### src/rtl/life_pkg.sv
// Shared definitions for the Game-of-Life matrix and its display scanner.
// Latency: n/a (types, constants and a helper function only).
// Backpressure: n/a.
package life_pkg;

    localparam int GRID_N = 8;
    localparam int CELLS  = GRID_N * GRID_N;

    typedef enum logic [1:0] {
        CAPTURE = 2'd0,
        SCAN    = 2'd1,
        BLANK   = 2'd2
    } scan_state_t;

    // Bit position of cell[r][c] inside a flattened grid vector.
    function automatic int unsigned flat_index(input int unsigned r, input int unsigned c);
        return r * GRID_N + c;
    endfunction

endpackage

### src/rtl/life_popcount64.sv
// Population count of a 64-bit cell vector.
// Latency: combinational.
// Backpressure: none.
// Ports: vec (cells, 1 = alive) -> count (0..64).
module life_popcount64
    import life_pkg::*;
(
    input  logic [CELLS-1:0] vec,
    output logic [6:0]       count
);

    always_comb begin
        count = '0;
        for (int i = 0; i < CELLS; i++) begin
            count = count + 7'(vec[i]);
        end
    end

endmodule

### src/rtl/life_display_scan.sv
// Frame-buffered row-multiplexed LED scan of the 8x8 life grid, with per-frame status.
// Latency: row_sel/col_data registered one cycle behind the scan state; status one cycle after a loading capture.
// Backpressure: none; gen_tick events are coalesced into a pending flag sampled only at frame boundaries.
// Ports: clk, _rst (async active-low); grid_flat/gen_tick from the matrix; row_sel/col_data to the LED
//        matrix; frame_done pulse; live_count/extinct/still status.
// Build option: define LIFE_SCAN_BLANK_EN to insert BLANK all-off cycles between consecutive rows.
module life_display_scan
    import life_pkg::scan_state_t, life_pkg::CAPTURE, life_pkg::SCAN,
           life_pkg::GRID_N, life_pkg::CELLS, life_pkg::flat_index;
#(
    parameter int DWELL = 1000,
    parameter int BLANK = 2
) (
    input  logic             clk,
    input  logic             _rst,
    input  logic [CELLS-1:0] grid_flat,
    input  logic             gen_tick,
    output logic [7:0]       row_sel,
    output logic [7:0]       col_data,
    output logic             frame_done,
    output logic [6:0]       live_count,
    output logic             extinct,
    output logic             still
);

    if (DWELL < 2 || DWELL > 65535 || BLANK < 1 || BLANK > 255) begin : g_param_chk
        $error("life_display_scan: DWELL or BLANK out of range");
    end

    localparam logic [15:0] DWELL_LAST = 16'(DWELL - 1);

    scan_state_t      state, state_nx;
    logic [2:0]       row, row_nx;
    logic [15:0]      dwell_cnt, dwell_nx;
    logic [CELLS-1:0] frame_buf;
    logic             pending;
    logic             load_q;    // a loading capture happened last cycle
    logic             same_q;    // that capture matched the buffer it replaced
    logic [6:0]       pop_cnt;
    logic             dwell_last;

`ifdef LIFE_SCAN_BLANK_EN
    localparam logic [7:0] BLANK_LAST = 8'(BLANK - 1);
    logic [7:0] blank_cnt, blank_nx;
`endif

    assign dwell_last = (dwell_cnt == DWELL_LAST);

    always_comb begin
        state_nx = state;
        row_nx   = row;
        dwell_nx = dwell_cnt;
`ifdef LIFE_SCAN_BLANK_EN
        blank_nx = blank_cnt;
`endif
        case (state)
            CAPTURE: begin
                state_nx = SCAN;
                row_nx   = 3'd0;
                dwell_nx = 16'd0;
            end
            SCAN: begin
                if (dwell_last) begin
                    dwell_nx = 16'd0;
                    if (row == 3'd7) begin
                        state_nx = CAPTURE;
                    end else begin
`ifdef LIFE_SCAN_BLANK_EN
                        state_nx = life_pkg::BLANK;
                        blank_nx = 8'd0;
`else
                        row_nx   = row + 3'd1;
`endif
                    end
                end else begin
                    dwell_nx = dwell_cnt + 16'd1;
                end
            end
`ifdef LIFE_SCAN_BLANK_EN
            life_pkg::BLANK: begin
                // Row index advances only when the gap ends.
                if (blank_cnt == BLANK_LAST) begin
                    state_nx = SCAN;
                    row_nx   = row + 3'd1;
                end else begin
                    blank_nx = blank_cnt + 8'd1;
                end
            end
`endif
            default: state_nx = CAPTURE;
        endcase
    end

    always_ff @(posedge clk or negedge _rst) begin
        if (!_rst) begin
            state     <= CAPTURE;
            row       <= 3'd0;
            dwell_cnt <= 16'd0;
`ifdef LIFE_SCAN_BLANK_EN
            blank_cnt <= 8'd0;
`endif
        end else begin
            state     <= state_nx;
            row       <= row_nx;
            dwell_cnt <= dwell_nx;
`ifdef LIFE_SCAN_BLANK_EN
            blank_cnt <= blank_nx;
`endif
        end
    end

    // Single registered assignment per cycle keeps row_sel one-hot or zero at all times.
    always_ff @(posedge clk or negedge _rst) begin
        if (!_rst) begin
            row_sel    <= 8'd0;
            col_data   <= 8'd0;
            frame_done <= 1'b0;
        end else begin
            if (state == SCAN) begin
                row_sel  <= 8'd1 << row;
                col_data <= frame_buf[flat_index(32'(row), 0) +: GRID_N];
            end else begin
                row_sel  <= 8'd0;
                col_data <= 8'd0;
            end
            frame_done <= (state == SCAN) && dwell_last && (row == 3'd7);
        end
    end

    // A gen_tick landing on the loading capture re-arms pending so that generation shows next frame.
    always_ff @(posedge clk or negedge _rst) begin
        if (!_rst) begin
            frame_buf <= '0;
            pending   <= 1'b1;
            load_q    <= 1'b0;
            same_q    <= 1'b0;
        end else begin
            if (state == CAPTURE && pending) begin
                frame_buf <= grid_flat;
                same_q    <= (grid_flat == frame_buf);
                load_q    <= 1'b1;
                pending   <= gen_tick;
            end else begin
                load_q <= 1'b0;
                if (gen_tick) begin
                    pending <= 1'b1;
                end
            end
        end
    end

    life_popcount64 u_popcount (
        .vec   (frame_buf),
        .count (pop_cnt)
    );

    always_ff @(posedge clk or negedge _rst) begin
        if (!_rst) begin
            live_count <= 7'd0;
            extinct    <= 1'b1;
            still      <= 1'b0;
        end else if (load_q) begin
            live_count <= pop_cnt;
            extinct    <= (frame_buf == '0);
            still      <= same_q;
        end
    end

endmodule
### config.mk
export PLATFORM = sky130hd
export DESIGN_NAME = life_display_scan
export DESIGN_NICKNAME = d
export VERILOG_FILES = /design/src/rtl/life_pkg.sv /design/src/rtl/life_popcount64.sv /design/src/rtl/life_display_scan.sv
export SDC_FILE = /design/constraint.sdc
export NUM_CORES = 1
export LEC_CHECK = 0
export BUFFER_PORTS_ARGS = -buffer_cell sky130_fd_sc_hd__buf_2
export CAP_MARGIN = 20
export CELL_PAD_IN_SITES_DETAIL_PLACEMENT = 0
export CELL_PAD_IN_SITES_GLOBAL_PLACEMENT = 1
export CORE_ASPECT_RATIO = 0.8
export CORE_MARGIN = 2
export CORE_UTILIZATION = 50
export DETAILED_ROUTE_END_ITERATION = 10
export GPL_ROUTABILITY_DRIVEN = 0
export PLACE_DENSITY = 0.89
export SYNTH_ARGS = -nofsm -noshare
export SYNTH_HDL_FRONTEND = slang
export SYNTH_SLANG_ARGS = --single-unit
### constraint.sdc
create_clock -name clk -period 10.95 [get_ports clk]
set_clock_uncertainty 0.05 [all_clocks]
set_input_delay 2.19 -clock clk [delete_from_list [all_inputs] [get_ports clk]]
set_output_delay 2.19 -clock clk [all_outputs]
set_load 0.01 [all_outputs]
### Word-level counts from Yosys, hierarchy flattened

Cells that the tools add are included.

| operators by class | value |
|---|---|
| add/subtract/negate cells | 65 |
| multipliers | 0 |
| divide/modulo/power cells | 0 |
| $lt $le $gt $ge | 0 |
| equal/unequal tests | 7 |
| shift-type cells | 2 |
| muxes and demuxes | 13 |
| bitwise logic cells | 0 |
| reduce and logical (&&, ||, !) cells | 9 |

Operator list:

| cell | number |
|---|---|
| adder 7 x 1 -> 7 bit | 62 |
| == test 64 bit | 1 |
| logical NOT 64 bit | 1 |
| indexed part select 64 x 7 -> 8 bit | 1 |
| one-hot mux 16 bit (2 select lines) | 1 |
| adder 16 x 1 -> 16 bit (second input constant) | 1 |
| == test 16 x 10 -> 1 bit (second input constant) | 1 |
| 2-to-1 mux 16 bit | 1 |
| 2-to-1 mux 8 bit | 2 |
| << shifter 1 x 3 -> 8 bit (first input constant) | 1 |
| 2-to-1 mux 3 bit | 2 |
| one-hot mux 3 bit (2 select lines) | 1 |
| 2-to-1 mux 2 bit | 2 |
| != test 2 bit (second input constant) | 2 |
| one-hot mux 2 bit (2 select lines) | 1 |
| nonzero test 2 bit | 2 |
| adder 3 x 1 -> 3 bit (second input constant) | 1 |
| == test 3 bit (second input constant) | 1 |
| logical AND 1 bit | 3 |
| 2-to-1 mux 1 bit | 3 |
| AND reduction 3 bit | 1 |
| adder 1 x 1 -> 2 bit | 1 |
| == test 2 x 1 -> 1 bit (second input constant) | 1 |
| logical NOT 2 bit | 1 |
| other kinds (2) | 2 |

| storage, ports and cells | value |
|---|---|
| register bits | 114 |
| bits in latches | 0 |
| RAM bits | 0 |
| ROM bits | 0 |
| logic and storage cells | 109 |
| memories | 0 |

### Longest topological paths before layout

Gate-level depths: netlist (run 1).

| logic depth | value |
|---|---|
| depth after elaboration | 63 |
| mapped depth | 22 |

### Modules after synthesis

A second synthesis (run 1) with hierarchy kept.

| second synthesis, totals | value |
|---|---|
| cell total of the unflattened synthesis | 642 |
| area, all modules | 7469.7 um^2 |

By module, submodules not included:

| module | instances | cells each | area an instance (um^2) | seq. area each (um^2) |
|---|---|---|---|---|
| life_display_scan | 1 | 449 | 5645.4 | 2830.2 |
| life_popcount64 | 1 | 193 | 1824.2 | 0.0 |

### Worst setup path before layout (run 1)

Ideal clock, no wire load.

| path | value |
|---|---|
| path type | flip-flop to flip-flop |
| from | reg frame_buf[0] |
| to | reg live_count[4] |
| setup time | 0.064 ns |
| arrival time | 6.048 ns |
| required time | 10.836 ns |
| path slack | 4.788 ns |
| stages on the path, launching flop included | 21 |
| path buffers | 0 |
| clock period less this slack | 6.162 ns |
| cells stage by stage | dfrtp_1 > inv_1 > ha_1 > inv_1 > fa_1 > inv_1 > fa_1 > fa_1 > fa_1 > fa_1 > fa_1 > inv_1 > fa_1 > fa_1 > fa_1 > fa_1 > nor2b_1 > o21ai_0 > and3_1 > nor3_1 > a21o_1 |

| on the way | value |
|---|---|
| cells in the longest elaborated chain, start to end | 63 |

Ends and longest elaborated chain:

| element | line | RTL |
|---|---|---|
| start, declared | life_display_scan.sv:35 | `logic [CELLS-1:0] frame_buf;` |
| start signal, assigned | life_display_scan.sv:139 | `frame_buf <= grid_flat;` |
| adder 1 x 1 -> 2 bit | life_popcount64.sv:15 | `count = count + 7'(vec[i]);` |
| adder 7 x 1 -> 7 bit (62 in series) | life_popcount64.sv:15 |  |
| end signal, assigned | life_display_scan.sv:163 | `live_count <= pop_cnt;` |
| end, declared | life_display_scan.sv:21 | `output logic [6:0] live_count,` |

Every way passes these cells.
A chain may end at the register's enable or synchronous reset.

### Worst setup path after layout (run 1)

| path | value |
|---|---|
| from | reg frame_buf[1] |
| to | reg live_count[6] |

The elaborated chain is that of the path after synthesis.

==> results of run 1 <==
==> how the worst min path moves through the flow <==
stage | from | endpoint | slack (ns) | cells after the start
floorplan | dwell_cnt[0] | dwell_cnt[0] | 0.38 | 1
global placement | dwell_cnt[0] | dwell_cnt[0] | 0.40 | 1
detailed placement | dwell_cnt[0] | dwell_cnt[0] | 0.41 | 1
CTS | dwell_cnt[0] | dwell_cnt[0] | 0.41 | 1
global route | dwell_cnt[0] | dwell_cnt[0] | 0.43 | 1
finish | dwell_cnt[0] | dwell_cnt[0] | 0.42 | 1
==> flip-flops by register name (all words and copies together) (netlist names) <==
name and flops:
col_data 8, dwell_cnt 16, extinct 1, frame_buf 64, frame_done 1, live_count 7
load_q 1, pending 1, row 3, row_sel 8, same_q 1, state 1
still 1
==> cells by family (layout without fill, tap and decap cells) <==
logic type | Yosys count | in the layout | share of synthesized area
multiplexers | 53 | 53 | 0.107
adder cells (fa/ha/maj) | 78 | 78 | 0.191
XOR/XNOR | 61 | 61 | 0.0737
buffers and inverters | 118 | 220 | 0.0626
flip-flops | 113 | 113 | 0.390
AO/OA/AOI/OAI | 77 | 77 | 0.0664
AND/OR/NAND/NOR | 157 | 157 | 0.109
==> synth_stat cells, types with 2 or more instances <==
cell	n	share of area
dfrtp_1	111	0.38
inv_1	94	0.049
nand2_1	61	0.032
fa_1	54	0.15
o21ai_0	37	0.026
xnor2_1	37	0.045
mux2_2	36	0.056
nor4_1	25	0.022
ha_1	24	0.041
xor2_1	24	0.029
nand4_1	17	0.015
nor2_1	17	0.0088
mux4_2	16	0.050
clkbuf_1	15	0.0078
a21boi_0	9	0.0093
and3_1	8	0.0069
and2_1	7	0.0060
o22ai_1	7	0.0060
buf_2	6	0.0041
nand3_1	6	0.0041
nor2b_1	6	0.0052
a21o_1	3	0.0031
a21oi_1	3	0.0021
a22o_1	3	0.0036
nor3_1	3	0.0021
o2bb2ai_1	3	0.0036
or3_1	3	0.0026
a31oi_1	2	0.0017
clkinv_1	2	0.0010
dfstp_2	2	0.0072
==> cell type report <==
type                    count  area [µm²]  share of cell area
clock buffers              27         543              0.0640
clock inverters             3        67.6             0.00796
inverters                  96         360              0.0425
multi-input cells         426        3970               0.468
flip-flops and latches    113        2830               0.334
well taps                 184         230              0.0271
repair buffers             94         478              0.0563
==> power by group through the flow <==
stage | sequential, mW | clock [mW] | combinational (mW)
floorplan | 0.476 | 0 | 1.16
global placement | 0.482 | 0 | 1.44
detailed placement | 0.483 | 0 | 1.47
CTS | 0.476 | 0.575 | 1.51
global route | 0.479 | 0.593 | 1.76
finish | 0.477 | 0.566 | 1.50
==> per-layer routing <==
| layer | global-route usage | vias to the layer above |
|---|---|---|
| li1 | - | 2386 |
| met1 | 0.372 | 2621 |
| met2 | 0.381 | 255 |
| met3 | 0.0925 | 26 |
| met4 | 0.0660 | 0 |
| met5 | 0 | - |
==> critical path, cell delays in order (launching register included) <==
cell and delay (ns):
dfrtp_1 0.42, inv_1 0.09, ha_1 0.27, inv_1 0.04
fa_1 0.47, inv_1 0.05, fa_1 0.53, fa_1 0.45
fa_1 0.54, fa_1 0.44, fa_1 0.52, inv_1 0.05
fa_1 0.49, fa_1 0.42, fa_1 0.42, fa_1 0.42
nor2b_1 0.12, o21ai_0 0.11, a21oi_1 0.22, o21ai_0 0.10
a31oi_1 0.16
==> impl_metrics.yaml, run 1 <==
status:
  status: "complete, no violations"
grt:
  grt_max_degree: 98
  grt_pass1_vias: 5513
  globalRouteTotalUtil: 0.259
  grt_pass1_wl_um: 30500
  grt_overflow: 0
  antenna_found_initial: 0
critical_path:
  critical_path.endpoint: "live_count[6]"
  critical_path_peak_fanout: 4
  r2r_slack_ns: 4.49
  critPathLaunchType: "register"
  crit_start: "frame_buf[1]"
  critPathArrivalTime_ns: 6.75
  cp-end-kind: "register"
  critPathKind: "reg2reg"
  timing.rr.end: "live_count[6]"
  required_ns: 11.24
  reg2reg_depth: 20
  timing.rr.start: "frame_buf[1]"
cts:
  clock_latency_ns: 0.42
  cts_tree: "built"
  htreeDepth: 4
  clk_path_buf_depth: 2
  post_cts_buffers: 0
  cts_resized: 0
  cts_root_buf: "clkbuf_16"
  ctsHoldBuffers: 0
  cts.sinks: 113
  cts_buffers: 17
  cts.clk_slew.worst_paths_ns: 0.05
pwr:
  intPower_mw: 1.51
  switching_share: 0.404
  power.share.sequential: 0.188
  switching_power_mw: 1.03
  p_total_mw: 2.54
  p_per_area_nw_per_um2: 299
  clkPwrFrac: 0.223
  leakagePower_nw: 4.03
  p_comb_frac: 0.589
  irDropWorstVdd_uv: 402
timing:
  setup_ws_ns: 4.49
  setup_viol: 0
  hold_viol: 0
  grt_setup_unrepaired: "false"
  fin_crit_sh: 0.590
  worst_pin_slew_ns: 0.982
  hold_ws_ns: 0.423
  fmax_mhz: 155
  period_needed_ns: 6.46
  max-slew-margin-rel: 0.345
  maxSlewViolCount: 0
  tns_ns: 0
synthesis:
  synthCells: 657
  ys.flop_type: "dfrtp_1"
  syn_area_um2: 7250
  async_flop_share: 1.00
  synth.lib_cells_used.distinct: 46
  synth_edf_count: 0
  synth_nets: 802
  syn_area_per_cell_um2: 11.0
  ys_seq_area_frac: 0.390
  ys_warn_count: 0
  ys_ff_latch: 113
detailed_routing:
  wl_met2_um: 8270
  drt-total-wl_um: 18800
  routed_via_density: 5.61
  drt_pass1_iterations: 5
  met3_length_um: 1920
  top_layer: "met4"
  ant_nets: 0
  drt_iter0_drc: 468
  avgRoutedWirePerCell_um: 19.9
  vias: 5288
  drc: 0
  wl_met1_um: 8290
die:
  core_um2: 14200
  initial_core_util: 0.509
  io-pin-count: 93
  rows: 39
  die_x_um: 139
  die_h_um: 112
  dieArea_um2: 15500
cells_and_area:
  post-route-cell-area_um2: 8480
  fin_cells: 943
  layout.nets: 893
  insertedDiodeCount: 0
  final_common_cell: "dfrtp_1"
  layout_common_cells: "111 x dfrtp_1, 94 x inv_1, 91 x buf_2, 61 x nand2_1, 54 x fa_1"
  area_growth_pct: 17.0
  fill_cells: 1158
  drive_above_1_share: 0.236
  postLayoutCoreUtil: 0.595
placement:
  portBuffers: 92
  place_inst: 913
  postPlaceCellArea_um2: 7870
  place_ws_ns: 4.49
  hpwl_um: 14500
flow_run:
  cap_violations: 0
hold_path:
  hold_path.class: "reg2reg"
Power figures use the tool's default switching activity.
==> inputs of run 2 (changes only) <==
--- a/config.mk
+++ b/config.mk
@@ -5,16 +5,17 @@
 export SDC_FILE = /design/constraint.sdc
 export NUM_CORES = 1
 export LEC_CHECK = 0
+export ABC_AREA = 1
 export BUFFER_PORTS_ARGS = -buffer_cell sky130_fd_sc_hd__buf_2
 export CAP_MARGIN = 20
 export CELL_PAD_IN_SITES_DETAIL_PLACEMENT = 0
 export CELL_PAD_IN_SITES_GLOBAL_PLACEMENT = 1
 export CORE_ASPECT_RATIO = 0.8
 export CORE_MARGIN = 2
-export CORE_UTILIZATION = 50
+export CORE_UTILIZATION = 44
 export DETAILED_ROUTE_END_ITERATION = 10
 export GPL_ROUTABILITY_DRIVEN = 0
-export PLACE_DENSITY = 0.89
+export PLACE_DENSITY = 0.84
 export SYNTH_ARGS = -nofsm -noshare
 export SYNTH_HDL_FRONTEND = slang
 export SYNTH_SLANG_ARGS = --single-unit
==> constraint.sdc (replaced) <==
create_clock -name clk -period 6.1 [get_ports clk]
set_clock_uncertainty 0.05 [all_clocks]
set_input_delay 1.22 -clock clk [delete_from_list [all_inputs] [get_ports clk]]
set_output_delay 1.22 -clock clk [all_outputs]
set_load 0.01 [all_outputs]
==> impl_metrics.yaml, run 2 <==
die:
  die_h_um: 122
  core_um2: 17300
  io-pin-count: 93
  rows: 43
  initial_core_util: 0.446
  dieArea_um2: 18600
  die_x_um: 152
synthesis:
  ys_warn_count: 0
  yosys-top-cells-area: "dfrtp_1 36%, fa_1 14%, nand2_1 12%"
  synth_nets: 1113
  synthMostInstantiatedCell: "nand2_1"
  netlist.area_leader.share: 0.360
  synth_top_area_cell: "dfrtp_1"
  synth_common_cells: "238 x nand2_1, 166 x inv_1, 111 x dfrtp_1, 111 x o21ai_0, 73 x nor2_1"
  async_flop_share: 1.00
  synth.lib_cells_used.distinct: 35
  ys_seq_area_frac: 0.367
  synth_edf_count: 0
  syn_area_um2: 7710
  ys.flop_type: "dfrtp_1"
  syn_area_per_cell_um2: 7.96
  synthCells: 968
  ys_ff_latch: 113
cells_and_area:
  layout.nets: 1223
  area_growth_pct: 18.5
  drive_above_1_share: 0.167
  fin_cells: 1316
  insertedDiodeCount: 0
  final_common_cell: "nand2_1"
  layout_common_cells: "237 x nand2_1, 163 x inv_1, 111 x dfrtp_1, 110 x o21ai_0, 91 x buf_2"
  largest_reg_flops: 64
  top_regs: "frame_buf x64, dwell_cnt x16"
  top_register: "frame_buf"
detailed_routing:
  drc: 0
  drt_pass1_iterations: 5
  drt_iter0_drc: 438
  routed_via_density: 4.98
  vias: 6549
  avgRoutedWirePerCell_um: 16.5
  drt-total-wl_um: 21700
  ant_nets: 0
hold_path:
  hold_path.class: "reg2reg"
grt:
  antenna_found_initial: 0
  grt_pass1_wl_um: 34600
  grt_overflow: 0
  grt_pass1_vias: 6263
  globalRouteTotalUtil: 0.248
  grt_max_degree: 95
timing:
  setup_ws_ns: 0.0743
  hold_ws_ns: 0.415
  fmax_mhz: 166
  setup_viol: 0
  max-slew-margin-rel: 0.422
  worst_pin_slew_ns: 0.867
  period_needed_ns: 6.03
  grt_setup_unrepaired: "true"
  fin_crit_sh: 0.988
  hold_viol: 0
  maxSlewViolCount: 0
cts:
  cts_root_buf: "clkbuf_16"
  cts.sinks: 113
  clock_latency_ns: 0.42
  htreeDepth: 4
  clk_path_buf_depth: 2
  cts_buffers: 17
  cts_tree: "built"
  cts.clk_slew.worst_paths_ns: 0.06
placement:
  hpwl_um: 16900
  place_ws_ns: -0.113
  place_inst: 1282
  portBuffers: 92
critical_path:
  crit_top_cell: "fa_1"
  critPathMaxStageDelay_ns: 0.55
  critical_path.cell_chain: "inv_2, ha_4, inv_2, fa_1, inv_1, fa_1, fa_1, fa_1, fa_1, fa_1, inv_1, fa_1, fa_1, fa_2, fa_2, inv_1, nand3_1, nand2_1, nand2_1, nand2_1, nand2_1, a21oi_2"
  required_ns: 6.40
  critPathArrivalTime_ns: 6.32
  critical_path_peak_fanout: 2
  critPathKind: "reg2reg"
  cp-end-kind: "register"
  r2r_slack_ns: 0.07
  critPathLaunchType: "register"
  worst_path_max_delay_cell: "fa_1"
  path_buf_inv: 5
  crit_family: "adder cells"
flow_run:
  cap_violations: 0
pwr:
  p_per_area_nw_per_um2: 638
  irDropWorstVdd_uv: 1050
  leakagePower_nw: 4.78
status:
  status: "complete, no violations"
## run 2: changes by cell type after synthesis, sizes merged, moves of 28 or more
cell,delta
nor2,+59
inv,+78
a21oi,+48
mux2,-36
nand2,+183
o21ai,+78
xnor2,-28
## run 2: power by group
group | total (mW) | internal (mW) | switching (mW)
registers | 0.850 | 0.799 | 0.0505
clock network | 1.06 | 0.681 | 0.380
logic | 3.92 | 1.79 | 2.13
total | 5.83 | 3.27 | 2.56
## run 2: worst reg2reg max path: cells and delay by family (launching register included)
kind	cells	cell delay, ns
adder cells (fa/ha/maj)	11	4.82
buffers and inverters	5	0.25
AND/OR/NAND/NOR	5	0.34
AO/OA/AOI/OAI	1	0.13
flip-flops	1	0.36
## run 2: kinds of logic after synthesis
group / Yosys count / synth area share
compound gates: 171 / 0.112
xor+xnor: 24 / 0.0273
fa+ha+maj: 78 / 0.179
buf+inv: 198 / 0.104
flops: 113 / 0.367
simple gates: 384 / 0.210
## run 2: layer usage
metal | share of wire | GRT usage | vias to the layer above
met2 | 0.42 | 0.367 | 215
met4 | 0.015 | 0.0672 | 0
met3 | 0.083 | 0.0678 | 21
met1 | 0.48 | 0.359 | 3095
met5 | 0 | 0 | -
li1 | - | - | 3218
## run 2: final timing paths
check                             start       endpoint  depth (start not counted)
max                        frame_buf[0]  live_count[6]                         22
max reg2reg                frame_buf[0]  live_count[6]                         22
max in group asynchronous          _rst  frame_buf[56]                          2
min in group asynchronous          _rst   dwell_cnt[6]                          1
min                               still          still                          2
min reg2reg                       still          still                          2
## run 2: repair_timing
action	in CTS	in global routing
endpoints found under the hold margin	0	0
resized for setup	2	6
setup endpoints to repair	3	4
pin swaps	4	4
buffers inserted	0	2
hold buffers	0	0
gates cloned	0	0
## run 2: layout make-up
type                       instances  area [µm²]
fill                            1692        8140
multi-input combinational        657        4100
sequential                       113        2830
timing repair buffer             117         651
inverter                         172         651
clock buffer                      18         429
tap                              225         282
clock inverter                    14         189
## run 2: per-stage QoR
| step | instance area, µm² | setup TNS [ns] | power, mW | util |
|---|---|---|---|---|
| global placement | 8480 | 0 | 4.68 | 0.491 |
| floorplan | 7710 | 0 | 3.78 | - |
| global route | 9130 | -0.418 | 6.62 | 0.529 |
| detailed placement | 8480 | -0.186 | 4.75 | 0.491 |
| CTS | 9100 | 0 | 5.89 | 0.527 |
| finish | 9130 | 0 | 5.83 | 0.529 |
==> inputs of run 3 (changes only) <==
==> constraint.sdc (replaced) <==
create_clock -name clk -period 6.1 [get_ports clk]
set_clock_uncertainty 0.05 [all_clocks]
set_input_delay 0 -clock clk [delete_from_list [all_inputs] [get_ports clk]]
set_output_delay 0 -clock clk [all_outputs]
set_load 0.01 [all_outputs]
==> impl_metrics.yaml, run 3 (same netlist as run 2, synthesis figures left out) <==
placement:
  place_inst: 1280
  postPlaceCellArea_um2: 8460
  hpwl_um: 16800
  portBuffers: 92
timing:
  worst_pin_slew_ns: 0.812
  setup_viol: 0
  max-slew-margin-rel: 0.458
  fmax_mhz: 166
  period_needed_ns: 6.03
  hold_ws_ns: 0.124
  maxSlewViolCount: 0
  hold_viol: 0
  grt_setup_unrepaired: "true"
  fin_crit_sh: 0.989
grt:
  grt_max_degree: 61
  antenna_found_initial: 0
  grt_pass1_wl_um: 35700
  grt_pass1_vias: 6582
  grt_overflow: 0
  globalRouteTotalUtil: 0.253
cells_and_area:
  layout_common_cells: "236 x nand2_1, 163 x inv_1, 111 x dfrtp_1, 110 x o21ai_0, 91 x buf_2"
  largest_reg_flops: 64
  fin_cells: 1381
  insertedDiodeCount: 0
  area_growth_pct: 26.4
  final_common_cell: "nand2_1"
  postLayoutCoreUtil: 0.564
  top_regs: "frame_buf x64, dwell_cnt x16"
  drive_above_1_share: 0.159
  layout.nets: 1288
  post-route-cell-area_um2: 9740
  top_register: "frame_buf"
detailed_routing:
  drc: 0
  avgRoutedWirePerCell_um: 16.1
  routed_via_density: 5.01
  drt_iter0_drc: 537
  vias: 6924
  ant_nets: 0
  drt-total-wl_um: 22300
  drt_pass1_iterations: 5
critical_path:
  critPathLaunchType: "register"
  critPathArrivalTime_ns: 6.34
  cp-end-kind: "register"
  reg2reg_depth: 22
  r2r_slack_ns: 0.07
  timing.rr.start: "frame_buf[1]"
  timing.rr.end: "live_count[6]"
  critical_path_peak_fanout: 2
  required_ns: 6.40
  critPathKind: "reg2reg"
flow_run:
  cap_violations: 0
pwr:
  irDropWorstVdd_uv: 1150
  leakagePower_nw: 5.03
  p_per_area_nw_per_um2: 596
hold_path:
  hold_path.class: "in2async"
die:
  rows: 43
  die_h_um: 122
  dieArea_um2: 18600
  initial_core_util: 0.446
  core_um2: 17300
  io-pin-count: 93
  die_x_um: 152
cts:
  clock_latency_ns: 0.43
  cts_tree: "built"
  clk_path_buf_depth: 2
  cts.sinks: 113
  cts_root_buf: "clkbuf_16"
  cts_buffers: 17
  htreeDepth: 4
  cts.clk_slew.worst_paths_ns: 0.06
status:
  status: "complete, no violations"
-- run 3: cell types whose count changed in the layout (fill, tap and decap cells not counted), moves of 2 or more --
| cell | before | now |
|---|---|---|
| dlygate4sd3_1 | 0 | 66 |
| bufinv_16 | 4 | 1 |
| buf_4 | 26 | 24 |
| clkbuf_8 | 0 | 2 |
| fa_1 | 52 | 50 |
| fa_2 | 2 | 4 |
-- run 3: per-layer routing --
metal | vias to the layer above | part of all wire | track usage
met5 | - | 0 | 0
met4 | 0 | 0.017 | 0.0701
met3 | 24 | 0.087 | 0.0643
met2 | 265 | 0.44 | 0.377
met1 | 3275 | 0.46 | 0.369
li1 | 3360 | - | -
-- run 3: cell type report --
class                           count  area (µm²)
Sequential cell                   113        2830
Clock inverter                     13         111
Fill cell                        1625        7530
Timing Repair Buffer              182        1320
Multi-Input combinational cell    657        4090
Tap cell                          225         282
Clock buffer                       19         453
Inverter                          172         651
-- run 3: through the flow --
step	total power [mW]	setup WS, ns	setup TNS, ns
after floorplan	3.78	0.104	0
after global placement	4.68	0.0312	0
after detailed placement	4.70	-0.0541	-0.0722
after CTS	5.79	0.00289	0
after global routing	6.61	-0.185	-0.424
final	5.80	0.0684	0
-- run 3: timing repair --
action / CTS / global route
gates resized for setup: 1 / 9
hold endpoints to repair: 117 / 0
pin swaps: 5 / 5
endpoints found under the setup margin: 4 / 5
hold buffers: 66 / 0
buffers inserted: 0 / 2
-- run 3: worst max-delay path by stage --
| stage | startpoint | endpoint | cells after the start |
|---|---|---|---|
| detailed placement | frame_buf[1] | live_count[6] | 22 |
| CTS | frame_buf[1] | live_count[6] | 22 |
| floorplan | frame_buf[0] | live_count[6] | 22 |
| global placement | frame_buf[0] | live_count[6] | 22 |
| finish | frame_buf[1] | live_count[6] | 22 |
| global route | frame_buf[0] | live_count[5] | 22 |
-- run 3: critical path, stage by stage, from the launching register on --
cell and delay, ns:
dfrtp_1 0.36, inv_2 0.04, ha_1 0.26, inv_1 0.05, fa_1 0.47, inv_1 0.05, fa_1 0.53, fa_1 0.43
fa_2 0.55, fa_2 0.44, fa_1 0.51, inv_1 0.05, fa_1 0.50, fa_1 0.43, fa_2 0.37, fa_2 0.35
inv_1 0.06, nand3_1 0.07, nand2_2 0.08, nand2_1 0.06, nand2_1 0.06, nand2_1 0.05, a21oi_2 0.11
-- run 3: power breakdown --
group | internal, mW | switching [mW]
combinational | 1.83 | 2.16
sequential | 0.799 | 0.0509
clock | 0.579 | 0.382
